===== src/rtl/fifo_stimulus_driver.sv =====
// Stimulus source for a FIFO under test: emits a pseudo-random push/pop/data stream
// that is legal by construction, tracks its own occupancy and checks it against full/empty.
module fifo_stimulus_driver #(
    parameter int          DEPTH     = 8,
    parameter int          WIDTH     = 8,
    parameter int          NUM_PKTS  = 32,
    parameter int          MAGIC_IDX = 5,
    parameter logic [15:0] SEED      = 16'hACE1,
    parameter int          CNTWID    = $clog2(DEPTH + 1),
    parameter int          PKTWID    = $clog2(NUM_PKTS + 1)
) (
    input  logic              clk,
    input  logic              rst,
    input  logic              full,
    input  logic              empty,
    output logic              push,
    output logic              pop,
    output logic              start,
    output logic [WIDTH-1:0]  data_in,
    output logic [CNTWID-1:0] occ,
    output logic              done,
    output logic              err
);

    typedef enum logic [1:0] {IDLE, RUN, DRAIN, DONE} state_t;

    state_t            state_q, state_d;
    logic [15:0]       lfsr_q, lfsr_d;
    logic [PKTWID-1:0] sent_q, sent_d;
    logic [CNTWID-1:0] occ_q, occ_d;
    logic              err_q, err_d;
    logic              room, avail, flag_mismatch;

    function automatic logic [15:0] lfsr_next(input logic [15:0] cur);
        return (cur >> 1) ^ (cur[0] ? 16'hB400 : 16'h0000);
    endfunction

    always_ff @(posedge clk) begin
        if (rst) begin
            state_q <= IDLE;
            lfsr_q  <= SEED;
            sent_q  <= '0;
            occ_q   <= '0;
            err_q   <= 1'b0;
        end else begin
            state_q <= state_d;
            lfsr_q  <= lfsr_d;
            sent_q  <= sent_d;
            occ_q   <= occ_d;
            err_q   <= err_d;
        end
    end

    // Gating on both the DUT flags and our own count keeps strobes legal even on a mismatch.
    always_comb begin
        room          = ~full && (occ_q < CNTWID'(DEPTH));
        avail         = ~empty && (occ_q != '0);
        flag_mismatch = (full != (occ_q == CNTWID'(DEPTH))) || (empty != (occ_q == '0));
        push          = 1'b0;
        pop           = 1'b0;
        state_d       = state_q;
        lfsr_d        = lfsr_q;
        unique case (state_q)
            IDLE: state_d = RUN;
            RUN: begin
                push   = lfsr_q[0] && room && (sent_q < PKTWID'(NUM_PKTS));
                pop    = lfsr_q[1] && avail;
                lfsr_d = lfsr_next(lfsr_q);
                if (push && (sent_q == PKTWID'(NUM_PKTS - 1)))
                    state_d = DRAIN;
            end
            DRAIN: begin
                pop    = avail;
                lfsr_d = lfsr_next(lfsr_q);
                if ((occ_q == '0) && empty)
                    state_d = DONE;
            end
            DONE:    state_d = DONE;
            default: state_d = IDLE;
        endcase

        start  = push && (sent_q == PKTWID'(MAGIC_IDX));
        sent_d = sent_q + PKTWID'(push);
        case ({push, pop})
            2'b10:   occ_d = occ_q + 1'b1;
            2'b01:   occ_d = occ_q - 1'b1;
            default: occ_d = occ_q;
        endcase
        err_d = err_q || ((state_q != IDLE) && flag_mismatch);
    end

    assign data_in = lfsr_q[WIDTH-1:0];
    assign occ     = occ_q;
    assign done    = (state_q == DONE);
    assign err     = err_q;

endmodule

===== config.mk =====
export PLATFORM = sky130hd
export DESIGN_NAME = fifo_stimulus_driver
export DESIGN_NICKNAME = d
export VERILOG_FILES = /design/src/rtl/fifo_stimulus_driver.sv
export SDC_FILE = /design/constraint.sdc
export NUM_CORES = 1
export LEC_CHECK = 0
export ABC_CLOCK_PERIOD_IN_PS = 3760
export CORE_ASPECT_RATIO = 1.25
export CORE_MARGIN = 1
export CORE_UTILIZATION = 50
export CTS_BUF_LIST = sky130_fd_sc_hd__clkbuf_16
export DETAILED_ROUTE_END_ITERATION = 8
export HOLD_SLACK_MARGIN = 0.03
export PLACE_DENSITY = 0.83
export SETUP_SLACK_MARGIN = 0.15
export SYNTH_ARGS = -nofsm -noshare
export SYNTH_HDL_FRONTEND = slang
export SYNTH_SLANG_ARGS = --single-unit

===== constraint.sdc =====
create_clock -name clk -period 3.76 [get_ports clk]
set_clock_uncertainty 0.15 [all_clocks]
set_input_delay 0.376 -clock clk [delete_from_list [all_inputs] [get_ports clk]]
set_output_delay 0.376 -clock clk [all_outputs]
set_load 0.02 [all_outputs]

==> reports/qor.yml <==
status: "finished, final reports clean"
layout-drive-gt1-share_pct: 9.25
synth_area_um2: 1480
max_cap_viol_count: 0
seq_area_frac_synth_pct: 39.3
fmax_mhz: 334
whs_path_depth: 1
synth_top_area_share_pct: 39.3
synthTopCellsByCount: "29 x dfxtp_1, 24 x nor2_1, 12 x ha_1"
drcViolationCount: 0
setup_viol: 0
cp-end-kind: "flop"
fin_crit_sh_pct: 79.6
drtIter0Drc: 36
drt_pass1_iterations: 4
slew_headroom_pct: 25.9
track_usage_pct: 20.3
synth-edff-count: 0
post_cts_resized: 0
post-place-ws_ps: 860
cp.required_ps: 3790
netlist-cell-type-count: 32
clk_latency_ps: 270
ir_drop_v: 0.000485
dieWidth_um: 50.6
cts_buffer_depth: 2
rows: 21
grt_max_degree: 33
cellPowerDensity_nw_per_um2: 835
ys_warn_count: 0
nNetsFinal: 188
clock-root-buffer: "clkbuf_16"
hold_buffers: 0
fp.dieArea_um2: 3180
routabilityCongestion: 0.686
yosysMostFrequentCell: "dfxtp_1"
setup_tns_ps: 0
cts_tree: "done"
vias: 1099
ant_nets: 0
port_buffers: 20
slew_violations: 0
worstHoldPathType: "flop to flop"
synthTopCellsByArea: "dfxtp_1 39%, ha_1 10%, nor2_1 6.1%"
power_mw: 1.52
leakagePower_nw: 0.766
ctsHtreeMaxLevel: 2
antenna_cells: 0
clock-sinks: 29
die_h_um: 62.8
core_area_um2: 2730
syn_nets: 175
drt_wl_total_mm: 2.79
critPathLaunchType: "flop"
rsz0062_at_grt: "false"
worst-path-max-fanout: 26
layout_setup_ws_ps: 769
wire_per_inst_um: 13.5
numCtsBuffers: 5
cts_setup_buffers: 0
clk_pin_slew_ps: 50
yosysTopAreaCell: "dfxtp_1"
ios: 21
worstPathArrival_ps: 3020
synth-seq-cells: 29
period_minus_slack_ps: 2990
critical_path_class: "flop to flop"
syn2layout_area_growth_pct: 23.4
synthCells: 159
vias_per_cell: 5.31
fin_util_pct: 66.7
avgSynthCellArea_um2: 9.29
synthFlopType: "dfxtp_1"
tightest_slew_ps: 1110
fill_cells: 230
grt_overflow: 0
ys_async_sr_fraction_pct: 0
antenna_found_initial: 0
dp.final_hpwl_mm: 1.86
initial_core_util_pct: 54.1
final-hold-violation-count: 0
grt_pass1_vias: 1084
grt_pass1_wl_mm: 4.82
ff2ff_path_depth: 12
==> area by class of cell <==
cell class	instances	area [um^2]	share of cell area [%]
repair buffers	21	208	11.4
multi-input cells	107	772	42.3
well taps	34	42.5	2.33
clock buffers	5	125	6.86
clock inverters	3	65.1	3.57
flip-flops and latches	29	581	31.8
inverters	8	30.0	1.65
==> cell usage in the layout, fill, tap and decap left out, drive strengths merged <==
cell | netlist | layout
a211oi | 1 | 1
xnor2 | 4 | 4
clkbuf | 3 | 5
nand2 | 5 | 5
mux2i | 8 | 8
a32o | 1 | 1
nor2b | 9 | 9
inv | 8 | 8
dfxtp | 29 | 29
nand2b | 2 | 2
xor2 | 6 | 6
nor3 | 1 | 1
o21ai | 3 | 3
clkdlybuf4s50 | 0 | 20
bufinv | 0 | 2
ha | 12 | 12
buf | 12 | 1
a221oi | 1 | 1
nor3b | 1 | 1
a211o | 6 | 6
nor4 | 1 | 1
nor2 | 24 | 24
or3 | 2 | 2
a21oi | 7 | 7
or2 | 2 | 2
mux2 | 3 | 3
and3 | 1 | 1
nor4b | 1 | 1
o22ai | 2 | 2
clkinv | 0 | 1
nand3 | 4 | 4
==> state kept, by name, indices dropped and copies added (netlist names) <==
| register | cells |
|---|---|
| err | 1 |
| occ | 4 |
| state_q | 2 |
| lfsr_q | 16 |
| sent_q | 6 |
==> worst max-delay path, cell delays in order (launching register included) <==
cell and delay [ps]:
dfxtp_1 380, inv_1 100, ha_1 290, buf_4 280
nand2_1 100, nor2_1 230, ha_1 320, xor2_1 180
ha_1 170, a21oi_1 50, xor2_1 160, or3_1 320
a21oi_1 160
==> per-stage QoR <==
stage | cells | hold WS (ps) | cell area [um^2]
5_1_grt | 207 | 353 | 1820
3_5_place_dp | 199 | 301 | 1630
6_report | 207 | 314 | 1820
3_3_place_gp | 199 | 297 | 1630
4_1_cts | 207 | 314 | 1820
2_1_floorplan | 159 | 288 | 1480
==> kinds of logic (layout without fill, tap and decap cells) <==
logic type	count (synthesis)	after routing	synth area share (%)
AO/OA/AOI/OAI	21	21	9.82
XOR/XNOR	10	10	5.93
adder cells (fa/ha/maj)	12	12	10.2
buffers and inverters	23	37	8.47
flip-flops	29	29	39.3
multiplexers	11	11	7.96
AND/OR/NAND/NOR	53	53	18.4
==> report_power, final <==
part / internal, mW / switching, mW / total [mW]
Combinational: 0.267 / 0.272 / 0.539
Clock: 0.378 / 0.139 / 0.517
Sequential: 0.396 / 0.0701 / 0.467
Total: 1.04 / 0.481 / 1.52
==> metal layers <==
metal  global-route usage (%)  up-vias  routed length [um]
li1                         -      548                   -
met1                     22.3      520                1130
met2                     34.3       26                1470
met3                     6.57        5                 133
met4                     10.1        0                  51
met5                        0        -                   0
==> worst paths after layout <==
kind / endpoint / slack, ps / startpoint
max: occ[2]$_SDFFE_PP0P_ / 770 / state_q[0]$_SDFFE_PP0P_
min: lfsr_q[7]$_SDFFE_PP1N_ / 310 / lfsr_q[8]$_SDFFE_PP0N_
max reg2reg: occ[2]$_SDFFE_PP0P_ / 770 / state_q[0]$_SDFFE_PP0P_
min reg2reg: lfsr_q[7]$_SDFFE_PP1N_ / 310 / lfsr_q[8]$_SDFFE_PP0N_
Power figures use the tool's default switching activity.
